<file path="src/rtl/c2sif_pkg.sv">
`default_nettype none
// ============================================================================
// Module   : c2sif_pkg
// Brief    : Shared function codes, return codes and driver FSM states for
//            the c2sif bus driver.
// Revision : 1.0 - initial release
// ============================================================================
package c2sif_pkg;

  // Function codes carried on c2s_fn
  localparam logic [7:0] FN_WRITE = 8'd0;
  localparam logic [7:0] FN_READ  = 8'd1;
  localparam logic [7:0] FN_PULSE = 8'd2;
  localparam logic [7:0] FN_WRALL = 8'd3;

  // Return codes presented on c2s_ret
  localparam logic [31:0] RET_OK    = 32'd0;
  localparam logic [31:0] RET_BADFN = 32'd1;
  localparam logic [31:0] RET_BADCH = 32'd2;

  // Driver sequencing states
  typedef enum logic [2:0] {
    ST_IDLE   = 3'd0,
    ST_EXEC   = 3'd1,
    ST_PULSE  = 3'd2,
    ST_ACK    = 3'd3,
    ST_IGNORE = 3'd4
  } drv_state_t;

endpackage : c2sif_pkg
`default_nettype wire

</file>
<file path="src/rtl/c2sif_sync.sv">
`default_nettype none
// ============================================================================
// Module   : c2sif_sync
// Brief    : Parametrised-width two-stage synchroniser, async active-low reset.
// Revision : 1.0 - initial release
// ============================================================================
module c2sif_sync #(
  parameter int WIDTH = 1
) (
  input  logic             clk,
  input  logic             rst,
  input  logic [WIDTH-1:0] d,
  output logic [WIDTH-1:0] q
);

  logic [WIDTH-1:0] r_meta;
  logic [WIDTH-1:0] r_sync;

  // Two back-to-back flops so metastability settles before use
  always_ff @(posedge clk or negedge rst) begin
    if (!rst) begin
      r_meta <= '0;
      r_sync <= '0;
    end else begin
      r_meta <= d;
      r_sync <= r_meta;
    end
  end

  assign q = r_sync;

endmodule : c2sif_sync
`default_nettype wire

</file>
<file path="src/rtl/drv_c2sif_bus.sv">
`default_nettype none
// ============================================================================
// Module   : drv_c2sif_bus
// Brief    : c2sif request bridge driving NCH lanes of W bits, with read-back,
//            timed pulse, write-all and error return codes.
// Revision : 1.0 - initial release
// ============================================================================
module drv_c2sif_bus
  import c2sif_pkg::*;
#(
  parameter int          ID        = 0,
  parameter int          NCH       = 4,
  parameter int          W         = 8,
  parameter int          PULSE_LEN = 4,
  parameter logic [31:0] RST_VAL   = 32'd0
) (
  input  logic               clk,
  input  logic               rst,
  input  logic               c2s_req,
  input  logic [7:0]         c2s_id,
  input  logic [7:0]         c2s_fn,
  input  logic [31:0]        c2s_data0,
  input  logic [31:0]        c2s_data1,
  output logic               c2s_ack,
  output logic [31:0]        c2s_ret,
  output logic [31:0]        c2s_rdata,
  output logic [NCH*W-1:0]   din,
  input  logic [NCH*W-1:0]   dout
);

  localparam int            CHW      = (NCH > 1) ? $clog2(NCH) : 1;
  localparam int            CW       = (PULSE_LEN > 1) ? $clog2(PULSE_LEN) : 1;
  localparam logic [W-1:0]  LANE_RST = RST_VAL[W-1:0];
  localparam logic [CW-1:0] CNT_LOAD = CW'(PULSE_LEN - 1);

  logic                    w_req_s;
  logic [NCH*W-1:0]        w_dout_s;
  logic [NCH-1:0][W-1:0]   w_dout_lane;
  logic                    r_req_prev;
  logic [1:0]              r_settle;
  logic                    r_armed;
  logic                    w_req_rise;

  drv_state_t              r_state;
  drv_state_t              w_state_next;

  logic [7:0]              r_fn;
  logic [W-1:0]            r_data0;
  logic [31:0]             r_data1;
  logic [CHW-1:0]          w_ch;
  logic                    w_ch_bad;

  logic [NCH-1:0][W-1:0]   r_lane;
  logic [W-1:0]            r_saved;
  logic [CW-1:0]           r_cnt;
  logic [31:0]             r_ret;
  logic [31:0]             r_rdata;

  logic                    w_unused_data0;

  c2sif_sync #(.WIDTH(1)) u_sync_req (
    .clk (clk),
    .rst (rst),
    .d   (c2s_req),
    .q   (w_req_s)
  );

  c2sif_sync #(.WIDTH(NCH*W)) u_sync_dout (
    .clk (clk),
    .rst (rst),
    .d   (dout),
    .q   (w_dout_s)
  );

  assign w_dout_lane    = w_dout_s;
  assign w_ch           = r_data1[CHW-1:0];
  assign w_ch_bad       = (r_data1 >= 32'(NCH));
  assign w_unused_data0 = ^c2s_data0;

  // Edge detect on req; arming waits until the synchroniser has flushed its
  // reset value and seen req low, so a req held across reset is not taken.
  always_ff @(posedge clk or negedge rst) begin
    if (!rst) begin
      r_req_prev <= 1'b0;
      r_settle   <= 2'b00;
      r_armed    <= 1'b0;
    end else begin
      r_req_prev <= w_req_s;
      r_settle   <= {r_settle[0], 1'b1};
      if (r_settle[1] && !w_req_s)
        r_armed <= 1'b1;
    end
  end

  assign w_req_rise = r_armed && w_req_s && !r_req_prev;

  // State register
  always_ff @(posedge clk or negedge rst) begin
    if (!rst) r_state <= ST_IDLE;
    else      r_state <= w_state_next;
  end

  // Next-state decode
  always_comb begin
    w_state_next = r_state;
    case (r_state)
      ST_IDLE: begin
        if (w_req_rise)
          w_state_next = (c2s_id == 8'(ID)) ? ST_EXEC : ST_IGNORE;
      end
      ST_EXEC: begin
        if (r_fn == FN_PULSE && !w_ch_bad) w_state_next = ST_PULSE;
        else                               w_state_next = ST_ACK;
      end
      ST_PULSE: begin
        if (r_cnt == '0) w_state_next = ST_ACK;
      end
      ST_ACK, ST_IGNORE: begin
        if (!w_req_s) w_state_next = ST_IDLE;
      end
      default: w_state_next = ST_IDLE;
    endcase
  end

  // Request latch, lane updates, pulse timing and return codes
  always_ff @(posedge clk or negedge rst) begin
    if (!rst) begin
      r_fn    <= '0;
      r_data0 <= '0;
      r_data1 <= '0;
      r_lane  <= {NCH{LANE_RST}};
      r_saved <= '0;
      r_cnt   <= '0;
      r_ret   <= RET_OK;
      r_rdata <= '0;
    end else begin
      case (r_state)
        ST_IDLE: begin
          if (w_req_rise) begin
            r_fn    <= c2s_fn;
            r_data0 <= c2s_data0[W-1:0];
            r_data1 <= c2s_data1;
          end
        end
        ST_EXEC: begin
          // Write-all ignores the channel index entirely
          if (r_fn == FN_WRALL) begin
            r_lane <= {NCH{r_data0}};
            r_ret  <= RET_OK;
          end else if (w_ch_bad) begin
            r_ret <= RET_BADCH;
          end else begin
            case (r_fn)
              FN_WRITE: begin
                r_lane[w_ch] <= r_data0;
                r_ret        <= RET_OK;
              end
              FN_READ: begin
                r_rdata <= 32'(w_dout_lane[w_ch]);
                r_ret   <= RET_OK;
              end
              FN_PULSE: begin
                r_saved      <= r_lane[w_ch];
                r_lane[w_ch] <= r_data0;
                r_cnt        <= CNT_LOAD;
              end
              default: r_ret <= RET_BADFN;
            endcase
          end
        end
        ST_PULSE: begin
          if (r_cnt != '0) begin
            r_cnt <= r_cnt - CW'(1);
          end else begin
            r_lane[w_ch] <= r_saved;
            r_ret        <= RET_OK;
          end
        end
        default: ;
      endcase
    end
  end

  assign c2s_ack   = (r_state == ST_ACK);
  assign c2s_ret   = r_ret;
  assign c2s_rdata = r_rdata;
  assign din       = r_lane;

endmodule : drv_c2sif_bus
`default_nettype wire

</file>
<file path="config.mk">
export PLATFORM = sky130hd
export DESIGN_NAME = drv_c2sif_bus
export DESIGN_NICKNAME = d
export VERILOG_FILES = /design/src/rtl/c2sif_pkg.sv /design/src/rtl/c2sif_sync.sv /design/src/rtl/drv_c2sif_bus.sv
export SDC_FILE = /design/constraint.sdc
export NUM_CORES = 1
export LEC_CHECK = 0
export CAP_MARGIN = 20
export CORE_UTILIZATION = 47
export CTS_CLUSTER_DIAMETER = 80
export DETAILED_ROUTE_END_ITERATION = 10
export GPL_TIMING_DRIVEN = 0
export PLACE_DENSITY = 0.79
export REMOVE_ABC_BUFFERS = 1
export SLEW_MARGIN = 20
export SYNTH_ARGS = -nofsm -noshare
export SYNTH_HDL_FRONTEND = slang
export SYNTH_SLANG_ARGS = --single-unit
</file>
<file path="constraint.sdc">
create_clock -name clk -period 3.2 [get_ports clk]
set_input_delay 0.64 -clock clk [delete_from_list [all_inputs] [get_ports clk]]
set_output_delay 0.64 -clock clk [all_outputs]
set_load 0.03 [all_outputs]
</file>
==> results of run 1 <==
cell families (layout without fill, tap and decap cells):
kind of cell,count (synthesis),in the layout,synth area share
simple gates,205,205,0.126
flops,173,173,0.605
buf+inv,79,173,0.0710
mux,63,63,0.124
compound gates,58,58,0.0705
other cells,2,55,0.00105
fa+ha+maj,1,1,0.00175
worst max-delay path: stages (launching register included):
cell	delay [ns]
dfrtp_1	0.38
nor4_1	0.35
nand4_1	0.29
or4_1	0.80
a22oi_4	0.51
mux2_2	0.39
where the power goes:
part           switching, mW  internal [mW]
Sequential             0.542           2.70
Clock                  0.972           1.05
Combinational           1.19          0.993
registers in the layout, indices dropped and copies added, names as in the netlist:
signal / cells
u_sync_req.r_meta: 1
r_cnt: 2
c2s_ret: 2
u_sync_dout.r_meta: 32
din: 32
u_sync_dout.q: 32
c2s_rdata: 8
r_req_prev: 1
r_settle: 2
r_data0: 8
r_state: 3
r_armed: 1
r_fn: 8
u_sync_req.q: 1
r_data1: 32
r_saved: 8
routing by layer:
| metal | vias up | part of all wire |
|---|---|---|
| li1 | 2151 | - |
| met1 | 2350 | 0.40 |
| met2 | 223 | 0.52 |
| met3 | 39 | 0.059 |
| met4 | 0 | 0.026 |
| met5 | - | 0 |
metrics by stage:
| stage | hold slack [ns] | area [µm²] | TNS (ns) | util |
|---|---|---|---|---|
| 2_1_floorplan | 0.331 | 6860 | 0 | - |
| 3_3_place_gp | 0.332 | 8420 | -892.85 | 0.573 |
| 3_5_place_dp | 0.335 | 8510 | 0 | 0.579 |
| 4_1_cts | 0.216 | 9100 | 0 | 0.619 |
| 5_1_grt | 0.230 | 9100 | 0 | 0.619 |
| 6_report | 0.197 | 9100 | 0 | 0.619 |
layout by cell type, fill, tap and decap left out, types with 3 or more instances in the layout:
master and count:
nand4_1 3, clkinv_8 4, a22oi_4 4, clkbuf_16 17, nor4_1 9, nand2b_1 3
nand2_1 154, o21ai_0 3, nor2_1 14, inv_8 4, inv_6 5, dfrtp_1 172
a21oi_1 10, inv_1 4, mux4_2 16, mux2_2 45, a22o_1 31, conb_1 55
clkdlybuf4s50_1 132
cell type report:
type,count,area (µm²),share of cell area
repair buffers,136,1400,0.154
inverters,5,18.8,0.00206
flip-flops and latches,173,4330,0.476
clock buffers,17,425,0.0467
multi-input cells,382,2530,0.277
clock inverters,15,170,0.0187
well taps,184,230,0.0253
path summary, 6_finish.rpt:
path | start | end
worst max register to register | r_data1[31]$_DFFE_PN0P_ | din[31]$_DFFE_PN0P_
max in group asynchronous | rst | u_sync_req.r_meta$_DFF_PN0_
worst max-delay path | r_data1[31]$_DFFE_PN0P_ | din[31]$_DFFE_PN0P_
worst min register to register | u_sync_dout.r_meta[10]$_DFF_PN0_ | u_sync_dout.q[10]$_DFF_PN0_
worst min-delay path | rst | u_sync_dout.r_meta[5]$_DFF_PN0_
min in group clk | u_sync_dout.r_meta[10]$_DFF_PN0_ | u_sync_dout.q[10]$_DFF_PN0_
==> impl_metrics.ini, run 1 <==
[grt]
met3_usage = 0.0501
grt-ovfl-total = 0
grtUsageTotal = 0.209
use_met1 = 0.252
grt_max_degree = 89
first_global_vias = 4935
grt_antenna_before_repair = 0
grt_busiest_layer = met2
grtUsageMet2 = 0.356
grt_pass1_wl_mm = 25.0

[synthesis]
synth_top_area_share = 0.605
ys_top_cells_by_count = dfrtp_1 (173), nand2_1 (154), buf_4 (55)
synth_cell_types = 46
synthArstFlopShare = 1.00
yosysWarningCount = 0
synthFlopType = dfrtp_1
post-synth-top-count-cell = dfrtp_1
synth.area.top_cells = dfrtp_1 (61%), nand2_1 (8.1%), mux2_2 (7.1%)
synth_edf_count = 0
ys_seq_area_frac = 0.605
synth_largest_area_cell = dfrtp_1
postSynthAreaPerCell_um2 = 12.3
synth_seq_cells = 173
synthesis.area_um2 = 7150
synth_cells = 581

[setup_path]
cp_max_fo = 8
r2r_slack_ns = 0.35
crit_type = reg2reg
worst_setup_path_start_kind = flop
reg2regPathDepth = 5
endpoint_kind = flop
required_ns = 3.52
cp.arrival_ns = 3.17

[status]
outcome = complete, but fails checks
violations = DRC

[cts]
htree_num_levels = 4
cts_num_sinks = 173
ctsHoldBuffers = 0
clk_pin_slew_ns = 0.07
postCtsResizedCells = 0
cts-root-buf = clkbuf_16
cts_tree = done
post_cts_buffers = 0
numCtsBuffers = 17
clk_latency_ns = 0.44
cts_buffer_depth = 2

[min_path]
hold_path_class = in2async

[timing]
fin_ws_ns = 0.349
tightest_slew_ns = 1.03
finalSetupViolations = 0
rsz0062_at_grt = no
slew_violations = 0
fin_skew_ns = 0.0121
hold_violations = 0
min_period_over_period = 0.891
fmax_ghz = 0.351
relSlewSlack = 0.315
period_minus_slack_ns = 2.85

[floorplanning]
fp.dieW_um = 125
num_rows = 44
core-area_um2 = 14700
design.die.area_um2 = 15700
ioPinCount = 212
initial_utilization = 0.486
dieHeight_um = 125

[routing]
drc = 25
drt-total-wl_mm = 15.2
vias = 4763
first_pass_iters = 8
wire_per_inst_um = 16.6
routed_via_density = 5.22
detail-route-antenna-nets = 0
drt_iter0_markers = 298

[place]
port_buffers = 133
place_congestion = 0.802
dp_hpwl_mm = 10.3
pre_cts_ws_ns = 0.353
dp_cells = 880

[pwr]
p_total_mw = 7.44
power.leakage_nw = 4.20
vdd.ir_drop.worst_mv = 0.422
powerDensity_nw_per_um2 = 817

[job]
drv_cap = 0

[layout]
n_antenna_cell = 0
stdcell_count = 912
nets = 831
nFillCells = 1089
area_growth_pct = 27.3
drive_above_1_share = 0.154
No activity file was read; power rests on OpenSTA's default activity.
==> run 2, diff against run 1 <==
--- a/config.mk
+++ b/config.mk
@@ -6,11 +6,13 @@
 export NUM_CORES = 1
 export LEC_CHECK = 0
 export CAP_MARGIN = 20
-export CORE_UTILIZATION = 47
+export CELL_PAD_IN_SITES_DETAIL_PLACEMENT = 1
+export CELL_PAD_IN_SITES_GLOBAL_PLACEMENT = 2
+export CORE_UTILIZATION = 30
 export CTS_CLUSTER_DIAMETER = 80
 export DETAILED_ROUTE_END_ITERATION = 10
 export GPL_TIMING_DRIVEN = 0
-export PLACE_DENSITY = 0.79
+export PLACE_DENSITY = 0.78
 export REMOVE_ABC_BUFFERS = 1
 export SLEW_MARGIN = 20
 export SYNTH_ARGS = -nofsm -noshare
==> impl_metrics.ini, run 2 (synthesized netlist as in run 1, its figures left out) <==
[layout]
area_growth_pct = 30.2
layout_common_cells = dfrtp_1 (172), nand2_1 (154), clkdlybuf4s50_1 (132), conb_1 (55), mux2_2 (45)
drive_above_1_share = 0.154
n_antenna_cell = 0
stdcell_count = 1047
final_common_cell = dfrtp_1
nets = 831
final_core_util = 0.398
nFillCells = 2527

[routing]
routed_via_density = 4.50
drt-total-wl_mm = 17.7
first_pass_iters = 6
wire_per_inst_um = 16.9
drc = 0
drt_iter0_markers = 157
detail-route-antenna-nets = 0
vias = 4708

[setup_path]
timing.rr.end = din[29]$_DFFE_PN0P_
reg2regPathDepth = 5
cp_max_fo = 8
crit_type = reg2reg
startpoint = r_data1[14]$_DFFE_PN0P_
required_ns = 3.52
r2r_slack_ns = 0.24
rr_startpoint = r_data1[14]$_DFFE_PN0P_
worst_setup_path_start_kind = flop
cp.arrival_ns = 3.28
endpoint_kind = flop

[pwr]
combPwrFrac = 0.290
power.leakage_nw = 4.21
vdd.ir_drop.worst_mv = 0.359
powerDensity_nw_per_um2 = 816
p_sw_frac = 0.373
p_total_mw = 7.60
clock_power_share = 0.283
power_switching_mw = 2.83
p_int_mw = 4.77
p_seq_frac = 0.427

[timing]
tightest_slew_ns = 1.09
relSlewSlack = 0.276
min_period_over_period = 0.926
period_minus_slack_ns = 2.96
fin_skew_ns = 0.0117
fmax_ghz = 0.337
rsz0062_at_grt = no
slew_violations = 0
hold_violations = 0
finalSetupViolations = 0

[cts]
ctsHoldBuffers = 0
clk_pin_slew_ns = 0.08
cts_buffer_depth = 2
cts_tree = done
cts_num_sinks = 173
cts-root-buf = clkbuf_16
htree_num_levels = 4
postCtsResizedCells = 0
numCtsBuffers = 17
clk_latency_ns = 0.44
post_cts_buffers = 0

[min_path]
hold_path_class = in2async

[floorplanning]
initial_utilization = 0.306
fp.dieW_um = 156
core-area_um2 = 23400
num_rows = 56
dieHeight_um = 156
ioPinCount = 212
design.die.area_um2 = 24500

[grt]
first_global_vias = 5188
grt_max_degree = 100
grt_antenna_before_repair = 0
grt-ovfl-total = 0
grt_pass1_wl_mm = 28.4
grtUsageTotal = 0.155

[job]
drv_cap = 0

[place]
dp_cells = 1015
dp_hpwl_mm = 12.4
port_buffers = 133
place_congestion = 0.778

[status]
outcome = completed
-- run 2: per-stage QoR --
stage	setup TNS, ns	setup slack, ns	hold WS, ns	area (µm²)
after global placement	-963.75	-5.22	0.333	8590
after CTS	0	0.211	0.167	9310
after detailed placement	0	0.219	0.336	8680
final	0	0.236	0.163	9310
after global routing	0	0.0580	0.185	9310
after floorplan	0	0.300	0.331	6860
-- run 2: power groups by stage --
stage / combinational (mW) / clock [mW] / sequential, mW
2_1_floorplan: 1.14 / 0 / 3.38
3_3_place_gp: 2.14 / 0 / 3.24
3_5_place_dp: 2.23 / 0 / 3.30
4_1_cts: 2.25 / 2.20 / 3.26
5_1_grt: 2.42 / 2.30 / 3.34
6_report: 2.20 / 2.15 / 3.25
-- run 2: area by class of cell --
| cell class | instances | area [µm²] | area share |
|---|---|---|---|
| sequential | 173 | 4330 | 0.465 |
| multi-input combinational | 382 | 2530 | 0.272 |
| timing repair buffer | 136 | 1400 | 0.150 |
| clock buffer | 17 | 425 | 0.0457 |
| tap | 319 | 399 | 0.0429 |
| clock inverter | 15 | 206 | 0.0222 |
| inverter | 5 | 18.8 | 0.00202 |
-- run 2: worst max-delay path by stage --
stage	endpoint	cells after the start
3_5_place_dp	din[29]$_DFFE_PN0P_	5
5_1_grt	din[28]$_DFFE_PN0P_	5
6_report	din[29]$_DFFE_PN0P_	5
4_1_cts	din[29]$_DFFE_PN0P_	5
2_1_floorplan	r_state[2]$_DFFE_PN0P_	4
3_3_place_gp	u_sync_req.q$_DFF_PN0_	1
-- run 2: per-layer routing --
layer | global-route usage | wire (µm) | up-vias
li1 | - | - | 2149
met1 | 0.191 | 7520 | 2383
met2 | 0.266 | 9000 | 151
met3 | 0.0374 | 889 | 25
met4 | 0.0528 | 281 | 0
met5 | 0 | 0 | -
-- run 2: worst max-delay path, cell delays in order (launching register included) --
cell and delay, ns:
dfrtp_1 0.38, nor4_1 0.41, nand4_1 0.32, or4_1 0.81, a22oi_4 0.52, mux2_2 0.40
